`config.mk`:
```
export PLATFORM = sky130hd
export DESIGN_NAME = axi_bridge_wb
export DESIGN_NICKNAME = d
export VERILOG_FILES = /design/src/rtl/axi_bridge_wb.sv
export SDC_FILE = /design/constraint.sdc
export NUM_CORES = 1
export LEC_CHECK = 0
export BUFFER_PORTS_ARGS = -buffer_cell sky130_fd_sc_hd__buf_2
export CELL_PAD_IN_SITES_DETAIL_PLACEMENT = 0
export CELL_PAD_IN_SITES_GLOBAL_PLACEMENT = 1
export CORE_MARGIN = 2
export CORE_UTILIZATION = 30
export DETAILED_ROUTE_END_ITERATION = 7
export PLACE_DENSITY_LB_ADDON = 0.1
export SLEW_MARGIN = 20
export SYNTH_ARGS = -nofsm -noshare
export SYNTH_HDL_FRONTEND = slang
export SYNTH_SLANG_ARGS = --single-unit
```
`constraint.sdc`:
```
create_clock -name clock -period 5.1 [get_ports clock]
set_input_delay 0.51 -clock clock [delete_from_list [all_inputs] [get_ports clock]]
set_output_delay 0.51 -clock clock [all_outputs]
set_load 0.05 [all_outputs]
```
`src/rtl/axi_bridge_wb.sv`:
```
// Cache-to-AXI bridge: icache/dcache reads share one AR channel, dcache writes drain
// through a WB_DEPTH-entry FIFO; reads to a line still held in the FIFO are stalled.
module axi_bridge_wb #(
    parameter int LINE_WORDS       = 4,
    parameter int WB_DEPTH         = 4,
    parameter int LINE_OFFSET_BITS = $clog2(LINE_WORDS * 4)
) (
    input  logic                    clock,
    input  logic                    reset,
    output logic                    arvalid,
    input  logic                    arready,
    output logic [3:0]              arid,
    output logic [31:0]             araddr,
    output logic [7:0]              arlen,
    output logic [2:0]              arsize,
    output logic [1:0]              arburst,
    output logic [1:0]              arlock,
    output logic [3:0]              arcache,
    output logic [2:0]              arprot,
    input  logic                    rvalid,
    output logic                    rready,
    input  logic [3:0]              rid,
    input  logic [31:0]             rdata,
    input  logic [1:0]              rresp,
    input  logic                    rlast,
    output logic                    awvalid,
    input  logic                    awready,
    output logic [3:0]              awid,
    output logic [31:0]             awaddr,
    output logic [7:0]              awlen,
    output logic [2:0]              awsize,
    output logic [1:0]              awburst,
    output logic [1:0]              awlock,
    output logic [3:0]              awcache,
    output logic [2:0]              awprot,
    output logic                    wvalid,
    input  logic                    wready,
    output logic [3:0]              wid,
    output logic                    wlast,
    output logic [31:0]             wdata,
    output logic [3:0]              wstrb,
    input  logic                    bvalid,
    output logic                    bready,
    input  logic [3:0]              bid,
    input  logic [1:0]              bresp,
    input  logic                    i_rd_req,
    input  logic [2:0]              i_rd_type,
    input  logic [31:0]             i_rd_addr,
    output logic                    i_rd_rdy,
    output logic                    i_ret_valid,
    output logic                    i_ret_last,
    output logic [31:0]             i_ret_data,
    input  logic                    d_rd_req,
    input  logic [2:0]              d_rd_type,
    input  logic [31:0]             d_rd_addr,
    output logic                    d_rd_rdy,
    output logic                    d_ret_valid,
    output logic                    d_ret_last,
    output logic [31:0]             d_ret_data,
    input  logic                    d_wr_req,
    input  logic [2:0]              d_wr_type,
    input  logic [31:0]             d_wr_addr,
    input  logic [3:0]              d_wr_wstrb,
    input  logic [32*LINE_WORDS-1:0] d_wr_data,
    output logic                    d_wr_rdy,
    output logic                    write_buffer_empty
);
    localparam int IDX_W  = (WB_DEPTH > 1) ? $clog2(WB_DEPTH) : 1;
    localparam int CNT_W  = $clog2(WB_DEPTH) + 1;
    localparam int BEAT_W = (LINE_WORDS > 1) ? $clog2(LINE_WORDS) : 1;
    localparam logic [7:0]       LINE_LEN = 8'(LINE_WORDS - 1);
    localparam logic [CNT_W-1:0] FULL     = CNT_W'(WB_DEPTH);

    typedef enum logic [1:0] {W_IDLE, W_AW, W_DATA, W_B} wstate_t;

    function automatic logic [7:0] type_len(input logic [2:0] t);
        return (t == 3'b100) ? LINE_LEN : 8'd0;
    endfunction

    function automatic logic [2:0] type_size(input logic [2:0] t);
        return (t == 3'b100) ? 3'b010 : t;
    endfunction

    logic [31:0]             wb_addr [WB_DEPTH];
    logic [7:0]              wb_len  [WB_DEPTH];
    logic [2:0]              wb_size [WB_DEPTH];
    logic [3:0]              wb_strb [WB_DEPTH];
    logic [32*LINE_WORDS-1:0] wb_data [WB_DEPTH];

    logic [WB_DEPTH-1:0] wb_valid_q, wb_valid_d;
    logic [IDX_W-1:0]    head_q, head_d, tail_q, tail_d;
    logic [CNT_W-1:0]    count_q, count_d;

    wstate_t           wstate_q;
    logic              awvalid_q, wvalid_q, bready_q;
    logic [31:0]       awaddr_q;
    logic [7:0]        awlen_q;
    logic [2:0]        awsize_q;
    logic [BEAT_W-1:0] beat_q;

    logic        arvalid_q;
    logic [3:0]  arid_q;
    logic [31:0] araddr_q;
    logic [7:0]  arlen_q;
    logic [2:0]  arsize_q;

    logic enq, pop;
    logic d_haz, i_haz, ar_free, recv;
    logic [WB_DEPTH-1:0] d_hit_vec, i_hit_vec;

    assign d_wr_rdy = !reset && (count_q != FULL);
    assign enq      = d_wr_req && d_wr_rdy;
    assign pop      = (wstate_q == W_B) && bvalid;

    always_ff @(posedge clock) begin
        if (enq) begin
            wb_addr[tail_q] <= d_wr_addr;
            wb_len[tail_q]  <= type_len(d_wr_type);
            wb_size[tail_q] <= type_size(d_wr_type);
            wb_strb[tail_q] <= (d_wr_type == 3'b100) ? 4'hf : d_wr_wstrb;
            wb_data[tail_q] <= d_wr_data;
        end
    end

    always_comb begin
        head_d     = head_q;
        tail_d     = tail_q;
        count_d    = count_q;
        wb_valid_d = wb_valid_q;
        if (enq) begin
            tail_d             = tail_q + IDX_W'(1);
            wb_valid_d[tail_q] = 1'b1;
        end
        if (pop) begin
            head_d             = head_q + IDX_W'(1);
            wb_valid_d[head_q] = 1'b0;
        end
        case ({enq, pop})
            2'b10:   count_d = count_q + CNT_W'(1);
            2'b01:   count_d = count_q - CNT_W'(1);
            default: count_d = count_q;
        endcase
    end

    always_ff @(posedge clock or posedge reset) begin
        if (reset) begin
            head_q     <= '0;
            tail_q     <= '0;
            count_q    <= '0;
            wb_valid_q <= '0;
        end else begin
            head_q     <= head_d;
            tail_q     <= tail_d;
            count_q    <= count_d;
            wb_valid_q <= wb_valid_d;
        end
    end

    // The head entry keeps its valid bit until its B response, so in-flight writes still block reads.
    for (genvar gi = 0; gi < WB_DEPTH; gi++) begin : g_raw
        assign d_hit_vec[gi] = wb_valid_q[gi] &&
            (wb_addr[gi][31:LINE_OFFSET_BITS] == d_rd_addr[31:LINE_OFFSET_BITS]);
        assign i_hit_vec[gi] = wb_valid_q[gi] &&
            (wb_addr[gi][31:LINE_OFFSET_BITS] == i_rd_addr[31:LINE_OFFSET_BITS]);
    end

    assign d_haz = (|d_hit_vec) ||
        (enq && (d_wr_addr[31:LINE_OFFSET_BITS] == d_rd_addr[31:LINE_OFFSET_BITS]));
    assign i_haz = (|i_hit_vec) ||
        (enq && (d_wr_addr[31:LINE_OFFSET_BITS] == i_rd_addr[31:LINE_OFFSET_BITS]));

    assign ar_free  = !arvalid_q || arready;
    assign recv     = !reset && ar_free && !(d_rd_req ? d_haz : i_haz);
    assign i_rd_rdy = recv && !d_rd_req;
    assign d_rd_rdy = recv && d_rd_req;

    always_ff @(posedge clock or posedge reset) begin
        if (reset) begin
            arvalid_q <= 1'b0;
            arid_q    <= '0;
            araddr_q  <= '0;
            arlen_q   <= '0;
            arsize_q  <= '0;
        end else if (d_rd_rdy) begin
            arvalid_q <= 1'b1;
            arid_q    <= 4'd1;
            araddr_q  <= d_rd_addr;
            arlen_q   <= type_len(d_rd_type);
            arsize_q  <= type_size(d_rd_type);
        end else if (i_rd_req && i_rd_rdy) begin
            arvalid_q <= 1'b1;
            arid_q    <= 4'd0;
            araddr_q  <= i_rd_addr;
            arlen_q   <= type_len(i_rd_type);
            arsize_q  <= type_size(i_rd_type);
        end else if (arready) begin
            arvalid_q <= 1'b0;
        end
    end

    always_ff @(posedge clock or posedge reset) begin
        if (reset) begin
            wstate_q  <= W_IDLE;
            awvalid_q <= 1'b0;
            wvalid_q  <= 1'b0;
            bready_q  <= 1'b0;
            beat_q    <= '0;
            awaddr_q  <= '0;
            awlen_q   <= '0;
            awsize_q  <= '0;
        end else begin
            case (wstate_q)
                W_IDLE: if (count_q != '0) begin
                    wstate_q  <= W_AW;
                    awvalid_q <= 1'b1;
                    awaddr_q  <= wb_addr[head_q];
                    awlen_q   <= wb_len[head_q];
                    awsize_q  <= wb_size[head_q];
                end
                W_AW: if (awready) begin
                    wstate_q  <= W_DATA;
                    awvalid_q <= 1'b0;
                    wvalid_q  <= 1'b1;
                    beat_q    <= '0;
                end
                W_DATA: if (wready) begin
                    if (8'(beat_q) == awlen_q) begin
                        wstate_q <= W_B;
                        wvalid_q <= 1'b0;
                        bready_q <= 1'b1;
                    end else begin
                        beat_q <= beat_q + BEAT_W'(1);
                    end
                end
                W_B: if (bvalid) begin
                    wstate_q <= W_IDLE;
                    bready_q <= 1'b0;
                end
                default: wstate_q <= W_IDLE;
            endcase
        end
    end

    logic [32*LINE_WORDS-1:0] head_line;
    logic [31:0]              head_words [LINE_WORDS];
    assign head_line = wb_data[head_q];
    for (genvar gi = 0; gi < LINE_WORDS; gi++) begin : g_word
        assign head_words[gi] = head_line[gi*32 +: 32];
    end

    assign wdata   = head_words[beat_q];
    assign wstrb   = wb_strb[head_q];
    assign wlast   = wvalid_q && (8'(beat_q) == awlen_q);
    assign wvalid  = wvalid_q;
    assign awvalid = awvalid_q;
    assign awaddr  = awaddr_q;
    assign awlen   = awlen_q;
    assign awsize  = awsize_q;
    assign bready  = bready_q;

    assign arvalid = arvalid_q;
    assign arid    = arid_q;
    assign araddr  = araddr_q;
    assign arlen   = arlen_q;
    assign arsize  = arsize_q;

    assign arburst = 2'b01;
    assign awburst = 2'b01;
    assign arlock  = 2'b00;
    assign awlock  = 2'b00;
    assign arcache = 4'b0000;
    assign awcache = 4'b0000;
    assign arprot  = 3'b000;
    assign awprot  = 3'b000;
    assign awid    = 4'd1;
    assign wid     = 4'd1;
    assign rready  = 1'b1;

    assign i_ret_valid = !reset && rvalid && (rid != 4'd1);
    assign d_ret_valid = !reset && rvalid && (rid == 4'd1);
    assign i_ret_last  = rlast;
    assign d_ret_last  = rlast;
    assign i_ret_data  = rdata;
    assign d_ret_data  = rdata;

    assign write_buffer_empty = (count_q == '0) && (wstate_q == W_IDLE);

    logic unused_ok;
    assign unused_ok = ^{rresp, bid, bresp};
endmodule

```
### Yosys cells after proc, flatten, opt, wreduce, memory -nomap -nowiden

Memories as Yosys holds them, arrays and structs flattened. A register that Yosys moved wholly into a read port is not among the register bits.
Cells that the tools add are included.

| word-level totals | value |
|---|---|
| register bits | 74 |
| RAM bits | 676 |
| output and inout bits | 234 |
| memories | 5 |

| cells by class | value |
|---|---|
| add/subtract/negate cells | 5 |
| $lt $le $gt $ge | 5 |
| eq/ne operators | 28 |
| mux-type cells | 52 |
| bitwise operators | 4 |
| reductions and logical operators | 49 |

Memories:

| name | depth | bits a word | read ports | clocked after Yosys merged registers in | wr ports | line | text |
|---|---|---|---|---|---|---|---|
| wb_data | 4 | 128 | 1 | 0 | 1 | 88 | `logic [32*LINE_WORDS-1:0] wb_data [WB_DEPTH];` |
| wb_addr | 4 | 32 | 5 | 1 | 1 | 84 | `logic [31:0] wb_addr [WB_DEPTH];` |
| wb_strb | 4 | 4 | 1 | 0 | 1 | 87 | `logic [3:0] wb_strb [WB_DEPTH];` |
| wb_size | 4 | 3 | 1 | 1 | 1 | 86 | `logic [2:0] wb_size [WB_DEPTH];` |
| wb_len | 4 | 2 | 1 | 1 | 1 | 85 | `logic [7:0] wb_len [WB_DEPTH];` |

Operators with widths:

| kind | number |
|---|---|
| 28-bit equality test | 10 |
| 32-bit two-way mux | 4 |
| 32-bit binary-select mux with 2-bit select | 1 |
| 1-bit logical AND | 25 |
| 2-bit two-way mux | 11 |
| 4-bit two-way mux | 5 |
| 1-bit two-way mux | 16 |
| 8-bit two-way mux | 2 |
| 3-bit two-way mux | 5 |
| 2-bit != test, second input constant | 6 |
| 4-bit AND reduction | 3 |
| 2-bit nonzero test | 5 |
| 3-bit equality test, second input constant | 3 |
| 2-bit by 8-bit equality test with 1-bit output | 1 |
| 2-bit case mux with 4 select lines | 1 |
| 4-bit OR reduction | 2 |
| 2-bit by 1-bit adder with 2-bit output, second input constant | 3 |
| 2-bit equality test, second input constant | 3 |
| 2-bit by 3-bit less-than comparator with 1-bit output, second input constant | 2 |
| 1-bit case mux with 2 select lines | 3 |
| 3-bit case mux with 2 select lines | 1 |
| 3-bit nonzero test | 2 |
| 5-bit AND reduction | 1 |
| 4-bit AND | 1 |
| other kinds (19) | 27 |

### Logic depth before layout (Yosys ltp)

Gate-level depths: netlist of the first run.

| depth | value |
|---|---|
| word-level depth | 12 |
| gate-level depth with buffers | 10 |
| gate-level depth less buffers | 9 |

### Worst setup path before layout of the first run

OpenSTA, ideal clock, no wires.

| path | value |
|---|---|
| kind | input port to flip-flop |
| start point | input reset |
| end point | memory wb_addr[0][0] (enable) |
| arrival time | 4.817 ns |
| slack | -0.267 ns |
| stages | 3 |
| path through | nand2b_1 -> a21oi_2 -> and2_1 |

| on the way | value |
|---|---|
| longest elaborated chain between the ends | 5 |

RTL lines:

| element | line | text |
|---|---|---|
| from (decl) | 9 | `input logic reset,` |
| 1-bit logical NOT | 111 | `assign d_wr_rdy = !reset && (count_q != FULL);` |
| 1-bit logical AND | 111 |  |
| 1-bit logical AND | 112 | `assign enq = d_wr_req && d_wr_rdy;` |
| 1-bit two-way mux | 116 | `if (enq) begin` |
| 1-bit two-way mux (implied by the code) | 117 | `wb_addr[tail_q] <= d_wr_addr;` |
| to (decl) | 84 |  |

Every way passes these cells.

### Worst setup path after layout of the first run

| path | value |
|---|---|
| start point | register head_q[0] |
| end point | output wdata[30] |

| on the way | value |
|---|---|
| longest elaborated chain between the ends | 4 |

RTL lines:

| element | line | text |
|---|---|---|
| from (decl) | 91 | `logic [IDX_W-1:0] head_q, head_d, tail_q, tail_d;` |
| from (signal assigned) | 147 | `head_q <= '0;` |
| from (signal assigned) | 152 | `head_q <= head_d;` |
| memory 4 x 128 bit | n/a |  |
| 32-bit binary-select mux with 2-bit select | 251 | `assign wdata = head_words[beat_q];` |
| 32-bit two-way mux (implied by the code) (2 in a row) | 251 |  |
| to (decl) | 40 | `output logic [31:0] wdata,` |

Every way passes these cells. The select of a mux whose other input is x is not followed.

==> results.py, run 1 <==
metrics = {
    "cts": {
        "cts_setup_buffers": 0,
        "cts-resized-gates": 0,
        "cts_made_buffers": 89,
        "clockRootBuffer": "clkbuf_16",
        "htree_levels": 3,
        "clkSlewWorstSetupHoldPaths_ps": 60,
        "hold_buffers": 71,
        "cts_sinks": 764,
        "cts_buffer_depth": 3,
        "cts_tree": "built",
        "clock_latency_ps": 670,
    },
    "timing": {
        "finClkSkew_ps": 36.3,
        "rsz0062_at_grt": "no",
        "min_period_ps": 3980,
        "setup_viol": 0,
        "fmaxAchievable_ghz": 0.252,
        "max_slew_margin_pct": 34.3,
        "tightest_slew_ps": 986,
        "final-max-slew-violation-count": 0,
        "hold_viol": 0,
        "fin_crit_sh_pct": 78.0,
        "setup_tns_ps": 0,
    },
    "critical_path": {
        "crit_path_max_fanout": 38,
        "worst-setup-path-type": "flip-flop to output port",
        "endpoint_kind": "output port",
        "rr_startpoint": "wb_addr[2][8]$_DFFE_PP_",
        "reg2reg_depth": 8,
        "r2r-end": "araddr[30]$_DFFE_PP0P_",
        "worstPathArrival_ps": 3470,
        "cp_data_required_time_ps": 4590,
        "cp-start-kind": "flip-flop",
        "rrSetupSlack_ps": 1670,
    },
    "global_route": {
        "overflow": 0,
        "grt_pass1_vias": 19100,
        "grt_pass1_wl_um": 143000,
        "grt_usage_pct": 17.4,
        "grt_max_degree": 73,
        "antenna_found_initial": 29,
    },
    "job": {
        "maxCapViolCount": 0,
    },
    "detailed_routing": {
        "avgViaCountPerCell": 4.65,
        "route.detailed.drc": 0,
        "wl_um": 99700,
        "num_vias": 17500,
        "post_drt_wl_per_cell_um": 26.5,
        "dr.pass1.iters": 5,
        "antenna_left": 0,
        "drt_iter0_markers": 988,
    },
    "floorplanning": {
        "rows": 122,
        "core_area_sq_mm": 0.111,
        "start_util_pct": 30.3,
        "die_area_sq_mm": 0.115,
        "io_pins": 526,
        "fp.dieW_um": 339,
        "die_y_um": 339,
    },
    "placed_design": {
        "io_buffers": 372,
        "post-place-cells": 3514,
        "place_hpwl_um": 69400,
        "routabilityCongestion": 0.888,
    },
    "finish": {
        "fillers": 10600,
        "syn_to_final_growth_pct": 19.1,
        "drive_gt1_share_pct": 38.0,
        "fin_cells": 3761,
        "fin_nets": 2495,
    },
    "worst_hold_path": {
        "holdCritPathClass": "input pin to flip-flop",
        "min_path_cells": 1,
        "holdPathEnd": "wb_data[3][116]$_DFFE_PP_",
        "worstHoldStart": "d_wr_data[116]",
    },
    "power_and_ir_drop": {
        "totalPowerFinal_mw": 21.3,
        "ir_drop_mv": 0.421,
        "powerDensity_mw_per_mm2": 533,
        "leakagePower_nw": 13.8,
    },
    "synthesis": {
        "synth_edf_count": 672,
        "async_flop_share_pct": 12.0,
        "yosysMostFrequentCell": "edfxtp_1",
        "synthDominantCellAreaShare_pct": 60.1,
        "synth_area_sq_mm": 0.0336,
        "synthTopCellsByCount": "672 x edfxtp_1, 200 x mux4_2, 159 x xnor2_1",
        "syn_inst": 1803,
        "synthFlopType": "edfxtp_1",
        "synth-seq-cells": 764,
        "yosysTopAreaCell": "edfxtp_1",
        "ys_seq_area_share_pct": 66.9,
        "ys_warn_count": 0,
        "synthTopCellsByArea": "edfxtp_1 60%, mux4_2 13%, dfrtp_1 6.9%",
        "synthDistinctLibCells": 42,
        "syn_area_per_cell_sq_um": 18.6,
    },
    "outcome": {
        "status": "finished, final reports clean",
    },
}
## sequential cells by signal (all words and copies together) (netlist names)
signal      cells
wb_strb        16
awsize          3
arsize          3
arvalid         1
wb_valid_q      4
awvalid         1
wstate_q        2
count_q         3
arlen           1
wb_data       512
awaddr         32
wvalid          1
head_q          2
bready          1
araddr         32
tail_q          2
beat_q          2
wb_size        12
arid            1
wb_len          4
awlen           1
wb_addr       128
## cell families after synthesis
family | Yosys count | share of synthesized area, %
adder cells (fa/ha/maj) | 15 | 0.581
buffers and inverters | 246 | 4.60
XOR/XNOR | 285 | 7.43
AND/OR/NAND/NOR | 145 | 2.52
flip-flops | 764 | 66.9
other | 2 | 0.0224
AO/OA/AOI/OAI | 36 | 0.693
multiplexers | 310 | 17.2
## power by group
group | switching (mW) | internal, mW
registers | 0.561 | 7.71
logic | 4.29 | 2.69
clock network | 2.62 | 3.47
## layer usage
layer	share of wire, %	vias up	track usage (%)
met5	0.14	-	0
met4	2.4	24	4.63
met3	5.9	155	4.36
met2	52	476	30.6
met1	40	9151	21.0
li1	-	7668	-
## cells in the final DEF (no fill, tap or decap), drive strengths merged, types with 2 or more instances in the layout
master and instances:
edfxtp 672, buf 409, mux4 200, xnor2 159, xor2 126, clkbuf 114, mux2 102, dfrtp 92
dlygate4sd3 71, conb 46, clkinv 43, nand4 41, nor4 40, inv 17, o21ai 14, ha 14
nand2 13, diode 12, nor2 9, nand3 9, mux2i 8, a21oi 8, or2 7, and2 6
nor3 5, a2bb2oi 5, nor2b 4, and3 3, nor4b 3, bufinv 3, clkinvlp 3, a22oi 2
a41oi 2, o21a 2, nor3b 2
## per-stage QoR
stage	hold WS (ps)	setup WS (ps)	utilization, %	cell area (sq um)
after floorplan	524	1450	-	33800
after global routing	9.88	855	36.1	40000
final	59.6	1120	36.1	40000
after CTS	0.112	909	36.1	40000
after global placement	458	1360	32.9	36500
after detailed placement	464	1370	32.9	36500
## how the worst max path moves through the flow
stage                                      from                      to  cells past startpoint
after floorplan                           reset             d_ret_valid                      2
after global placement            i_rd_addr[13]  araddr[19]$_DFFE_PP0P_                      9
after detailed placement          i_rd_addr[13]  araddr[18]$_DFFE_PP0P_                      9
after CTS                 head_q[0]$_DFFE_PP0P_               wdata[12]                      4
after global routing      head_q[0]$_DFFE_PP0P_               wdata[14]                      4
final                     head_q[0]$_DFFE_PP0P_               wdata[30]                      4
## critical path, cell delays in order (launching register included)
cell     delay (ps)
dfrtp_4        1020
buf_4           410
mux4_2          550
mux4_2          490
buf_2           230
## layout make-up
| class | instances | area [sq um] | area share [%] |
|---|---|---|---|
| diodes | 12 | 30.0 | 0.0750 |
| clock buffers | 114 | 2370 | 5.92 |
| clock inverters | 50 | 447 | 1.12 |
| inverters | 16 | 62.6 | 0.156 |
| multi-input cells | 837 | 9760 | 24.4 |
| flip-flops and latches | 764 | 22500 | 56.2 |
| well taps | 1488 | 1860 | 4.65 |
| repair buffers | 480 | 3000 | 7.50 |
Power figures use the tool's default switching activity.
==> run 2, diff against run 1 <==
- clock period: 5.1 -> 4.13 ns (I/O delays scaled with it)
==> results.py, run 2 (same netlist as run 1, synthesis figures left out) <==
metrics = {
    "timing": {
        "fin_crit_sh_pct": 84.8,
        "final-max-slew-violation-count": 0,
        "fmaxAchievable_ghz": 0.285,
        "finClkSkew_ps": 18.0,
        "rsz0062_at_grt": "no",
        "max_slew_margin_pct": 35.1,
        "tightest_slew_ps": 971,
        "hold_viol": 0,
        "setup_viol": 0,
        "holdWs_ps": 46.4,
        "min_period_ps": 3500,
        "setup_tns_ps": 0,
    },
    "detailed_routing": {
        "drt_iter0_markers": 982,
        "antenna_left": 0,
        "dr.pass1.iters": 5,
        "route.detailed.drc": 0,
        "wl_um": 98900,
        "num_vias": 17700,
        "post_drt_wl_per_cell_um": 25.7,
        "avgViaCountPerCell": 4.61,
    },
    "power_and_ir_drop": {
        "p_switching_mw": 9.14,
        "intPower_mw": 17.5,
        "pwr-share-clk_pct": 28.7,
        "comb_power_share_pct": 33.2,
        "ir_drop_mv": 0.327,
        "seq_power_share_pct": 38.1,
        "powerDensity_mw_per_mm2": 649,
        "leakagePower_nw": 14.2,
        "totalPowerFinal_mw": 26.6,
        "swShare_pct": 34.4,
    },
    "finish": {
        "top_regs": "wb_data (512), wb_addr (128)",
        "layout_commonest_cell": "edfxtp_1",
        "largest_reg_flops": 512,
        "mostFrequentLayoutCells": "672 x edfxtp_1, 372 x buf_2, 200 x mux4_2, 159 x xnor2_1, 153 x dlygate4sd3_1",
        "regMostFlops": "wb_data",
        "drive_gt1_share_pct": 36.5,
        "fin_cells": 3843,
        "syn_to_final_growth_pct": 22.0,
        "fin_nets": 2583,
    },
    "critical_path": {
        "setup.worst_path.start": "head_q[0]$_DFFE_PP0P_",
        "cp_top_family": "multiplexers",
        "cp_data_required_time_ps": 3720,
        "reg2reg_depth": 8,
        "path_cells": "buf_4 -> mux4_2 -> mux4_2 -> buf_2",
        "max_stage_delay_ps": 690,
        "critical_path_buf_inv_count": 2,
        "rr_startpoint": "count_q[0]$_DFFE_PP0P_",
        "cp-start-kind": "flip-flop",
        "endpoint_kind": "output port",
        "rrSetupSlack_ps": 1030,
        "cpMaxStageDelayCell": "dfrtp_4",
        "cpMostUsedCell": "mux4_2",
        "crit_path_max_fanout": 17,
        "worst-setup-path-type": "flip-flop to output port",
        "worstPathArrival_ps": 3090,
        "r2r-end": "araddr[22]$_DFFE_PP0P_",
    },
    "cts": {
        "cts-resized-gates": 0,
        "clock_latency_ps": 660,
        "htree_levels": 3,
        "clockRootBuffer": "clkbuf_16",
        "cts_sinks": 764,
        "cts_made_buffers": 91,
        "clkSlewWorstSetupHoldPaths_ps": 50,
        "cts_tree": "built",
        "cts_buffer_depth": 3,
    },
    "floorplanning": {
        "core_area_sq_mm": 0.111,
        "io_pins": 526,
        "die_y_um": 339,
        "fp.dieW_um": 339,
        "rows": 122,
        "start_util_pct": 30.3,
        "die_area_sq_mm": 0.115,
    },
    "placed_design": {
        "routabilityCongestion": 0.892,
        "place_hpwl_um": 68900,
        "io_buffers": 372,
        "post-place-cells": 3518,
    },
    "global_route": {
        "grt_usage_pct": 17.2,
        "gr-usage-met3_pct": 3.76,
        "antenna_found_initial": 16,
        "overflow": 0,
        "busiest_layer": "met2",
        "grt_use_met2_pct": 29.6,
        "grt_max_degree": 76,
        "grt_pass1_wl_um": 142000,
        "met1_usage_pct": 21.3,
        "grt_pass1_vias": 19600,
    },
    "job": {
        "maxCapViolCount": 0,
    },
    "worst_hold_path": {
        "holdCritPathClass": "input pin to flip-flop",
        "worstHoldStart": "d_wr_addr[22]",
        "min_path_cells": 1,
        "holdPathEnd": "wb_addr[2][22]$_DFFE_PP_",
    },
    "outcome": {
        "status": "finished, final reports clean",
    },
}
## run 2: how the worst max path moves through the flow
stage                             end  depth (start not counted)  slack (ps)
3_5_place_dp   araddr[22]$_DFFE_PP0P_                          9         810
2_1_floorplan             d_ret_valid                          2         670
3_3_place_gp   araddr[19]$_DFFE_PP0P_                          9         850
6_report                    wdata[16]                          4         630
4_1_cts                     wdata[16]                          4         500
5_1_grt                     wdata[19]                          4         440
## run 2: power groups by stage
stage | clock network (mW) | registers (mW) | logic, mW
2_1_floorplan | 0 | 11.0 | 5.63
3_3_place_gp | 0 | 10.3 | 8.94
3_5_place_dp | 0 | 10.3 | 8.93
4_1_cts | 7.91 | 10.2 | 9.09
5_1_grt | 8.21 | 10.3 | 9.41
6_report | 7.64 | 10.1 | 8.83
## run 2: what timing repair did
action,in CTS,in global routing
buffers inserted,0,0
endpoints found under the hold margin,627,0
hold buffers,153,0
## run 2: cell type report
| cell class | count | area, sq um |
|---|---|---|
| timing repair buffer | 566 | 3960 |
| tap | 1488 | 1860 |
| antenna | 5 | 12.5 |
| fill | 10500 | 69800 |
| multi-input combinational | 837 | 9760 |
| inverter | 16 | 62.6 |
| sequential | 764 | 22500 |
| clock buffer | 118 | 2420 |
| clock inverter | 49 | 425 |
## run 2: metrics by stage
stage	area [sq um]	utilization [%]	setup slack, ps
2_1_floorplan	33800	-	670
3_3_place_gp	36600	33.0	852
3_5_place_dp	36600	33.0	815
4_1_cts	41000	37.0	498
5_1_grt	41000	37.0	438
6_report	41000	37.0	626
## run 2: metal layers
layer	routed length (um)	part of all wire [%]
met1	41400	42
met2	49800	50
met3	4880	4.9
met4	2780	2.8
met5	119	0.12
==> run 3, diff against run 2 <==
- ABC_AREA: default -> 1
- clock period: 4.13 -> 3.5 ns (I/O delays scaled with it)
==> results.py, run 3 <==
metrics = {
    "outcome": {
        "status": "finished, final reports clean",
    },
    "detailed_routing": {
        "antenna_left": 0,
        "drt_iter0_markers": 1852,
        "avgViaCountPerCell": 4.85,
        "num_vias": 26600,
        "wl_um": 134000,
        "route.detailed.drc": 0,
        "post_drt_wl_per_cell_um": 24.5,
        "dr.pass1.iters": 5,
    },
    "global_route": {
        "met1_usage_pct": 28.4,
        "gr-usage-met3_pct": 5.29,
        "antenna_found_initial": 15,
        "overflow": 0,
        "grt_pass1_wl_um": 191000,
        "busiest_layer": "met2",
        "grt_max_degree": 111,
        "grt_use_met2_pct": 36.3,
        "grt_pass1_vias": 26400,
        "grt_usage_pct": 21.9,
    },
    "critical_path": {
        "cp-start-kind": "input pin",
        "worst-setup-path-type": "input pin to flip-flop",
        "endpoint_kind": "flip-flop",
        "cp_data_required_time_ps": 4050,
        "worstPathArrival_ps": 3940,
        "crit_path_max_fanout": 6,
    },
    "finish": {
        "layout_commonest_cell": "edfxtp_1",
        "fin_cells": 5483,
        "finalInstanceArea_sq_mm": 0.0429,
        "fin_nets": 4191,
        "regMostFlops": "wb_data",
        "drive_gt1_share_pct": 15.6,
        "top_regs": "wb_data (512), wb_addr (128)",
        "syn_to_final_growth_pct": 22.3,
        "largest_reg_flops": 512,
        "fillers": 11800,
        "mostFrequentLayoutCells": "672 x edfxtp_1, 646 x nand2_1, 482 x nor2_1, 394 x o21ai_0, 372 x buf_2",
    },
    "synthesis": {
        "yosysMostFrequentCell": "edfxtp_1",
        "synth-seq-cells": 764,
        "synthTopCellsByCount": "672 x edfxtp_1, 646 x nand2_1, 489 x nor2_1",
        "yosys.area_share.simple_pct": 15.4,
        "synth_edf_count": 672,
        "synthFlopType": "edfxtp_1",
        "synth-compound-area-share_pct": 10.2,
        "synthDistinctLibCells": 44,
        "synthDominantCellAreaShare_pct": 57.5,
        "muxShareOfSynthArea_pct": 0,
        "syn_area_per_cell_sq_um": 10.3,
        "synth_top_family_by_area": "simple AND/OR/NAND/NOR gates",
        "synthTopCellsByArea": "edfxtp_1 57%, nand2_1 6.9%, dfrtp_1 6.6%",
        "synthAdderAreaFrac_pct": 0.556,
        "ys_warn_count": 0,
        "ys_seq_area_share_pct": 64.0,
        "synth_area_sq_mm": 0.0351,
        "synthXorXnorAreaFrac_pct": 2.54,
        "syn_inst": 3417,
        "async_flop_share_pct": 12.0,
        "yosysTopAreaCell": "edfxtp_1",
    },
    "cts": {
        "cts_buffer_depth": 3,
        "cts-resized-gates": 0,
        "cts_made_buffers": 91,
        "clock_latency_ps": 690,
        "cts_setup_buffers": 0,
        "htree_levels": 3,
        "cts_tree": "built",
        "clkSlewWorstSetupHoldPaths_ps": 50,
        "cts_sinks": 764,
        "clockRootBuffer": "clkbuf_16",
    },
    "timing": {
        "finClkSkew_ps": 36.6,
        "fmaxAchievable_ghz": 0.295,
        "hold_viol": 0,
        "final-max-slew-violation-count": 0,
        "setup_viol": 0,
        "max_slew_margin_pct": 42.5,
        "tightest_slew_ps": 854,
        "rsz0062_at_grt": "no",
        "fin_crit_sh_pct": 96.8,
        "min_period_ps": 3390,
    },
    "placed_design": {
        "io_buffers": 372,
        "postPlaceCellArea_sq_mm": 0.0383,
        "post-place-cells": 5139,
        "place_hpwl_um": 92600,
        "routabilityCongestion": 0.995,
    },
    "power_and_ir_drop": {
        "powerDensity_mw_per_mm2": 795,
        "leakagePower_nw": 16.5,
        "ir_drop_mv": 0.727,
    },
    "job": {
        "maxCapViolCount": 0,
    },
    "floorplanning": {
        "start_util_pct": 30.2,
        "die_area_sq_mm": 0.120,
        "rows": 125,
        "die_y_um": 346,
        "io_pins": 526,
        "fp.dieW_um": 346,
        "core_area_sq_mm": 0.116,
    },
    "worst_hold_path": {
        "holdCritPathClass": "input pin to flip-flop",
    },
}
==> run 3: changes by cell type after synthesis, moves of 39 or more <==
cell,before,now
mux2_2,87,0
xnor2_1,159,77
nor2_1,9,489
mux4_2,200,0
nand2_1,13,646
nor4_1,40,1
clkbuf_1,28,114
o22ai_1,1,140
o21ai_0,14,394
xor2_1,126,25
nand3_1,9,122
a21oi_1,7,59
inv_1,16,202
==> run 3: layout make-up <==
| class | instances | area (sq um) | area share [%] |
|---|---|---|---|
| diodes | 4 | 10.0 | 0.0233 |
| multi-input cells | 2172 | 10400 | 24.1 |
| clock inverters | 38 | 404 | 0.941 |
| flip-flops and latches | 764 | 22500 | 52.4 |
| inverters | 235 | 902 | 2.10 |
| repair buffers | 620 | 4410 | 10.3 |
| clock buffers | 126 | 2460 | 5.73 |
| well taps | 1524 | 1910 | 4.44 |
==> run 3: routing by layer <==
layer	share of wire [%]	up-vias
li1	-	12600
met1	43	12900
met2	47	866
met3	6.6	189
met4	2.7	16
met5	0.068	-
==> run 3: logic make-up (layout without fill, tap and decap cells) <==
| family | count (synthesis) | in the layout |
|---|---|---|
| AND/OR/NAND/NOR | 1343 | 1343 |
| XOR/XNOR | 102 | 102 |
| other | 2 | 50 |
| buffers and inverters | 525 | 1019 |
| adder cells (fa/ha/maj) | 15 | 15 |
| flip-flops | 764 | 764 |
| AO/OA/AOI/OAI | 666 | 666 |
==> run 3: power breakdown <==
group / internal (mW) / switching, mW / total [mW] / leakage, nW
Clock: 5.29 / 3.85 / 9.14 / 1.38
Sequential: 11.2 / 0.683 / 11.9 / 7.17
Combinational: 3.34 / 9.77 / 13.1 / 7.91
==> run 3: worst paths after layout <==
path / startpoint / endpoint / slack [ps] / depth (start not counted)
setup / recovery: d_wr_addr[26] / arlen[0]$_DFFE_PP0P_ / 110 / 14
hold / removal: d_wr_wstrb[3] / wb_strb[0][3]$_DFFE_PP_ / 40 / 2
setup reg to reg: wb_addr[3][29]$_DFFE_PP_ / arlen[0]$_DFFE_PP0P_ / 280 / 12
hold reg to reg: arid[0]$_DFFE_PP0P_ / arid[0]$_DFFE_PP0P_ / 470 / 2
max in group asynchronous: reset / head_q[1]$_DFFE_PP0P_ / 1870 / 5
min in group asynchronous: reset / awaddr[5]$_DFFE_PP0P_ / 490 / 4
==> run 3: stage by stage <==
stage	power [mW]	hold WS [ps]	worst slack (ps)	util (%)	TNS, ps
2_1_floorplan	20.6	449	-1330	-	-887090
3_3_place_gp	25.2	451	632	33.0	0
3_5_place_dp	25.2	457	659	33.0	0
4_1_cts	34.7	2.85	98.3	37.0	0
5_1_grt	36.0	19.3	27.2	37.0	0
6_report	34.1	36.7	111	37.0	0
==> run 3: what timing repair did <==
item,in CTS,in global routing
hold buffers,176,0
hold endpoints to repair,660,0
setup endpoints to repair,0,0
==> run 3: critical path, cell delays in order <==
cell and delay [ps]:
dlygate4sd3_1 530, buf_2 200, xnor2_1 390, nand2_1 110
nor2_1 410, nand2_1 90, nor2_1 120, nand2_1 60
nand2_1 320, nor2_2 120, nand4_1 80, dlygate4sd3_1 540
nand3_1 70, dlygate4sd3_1 550
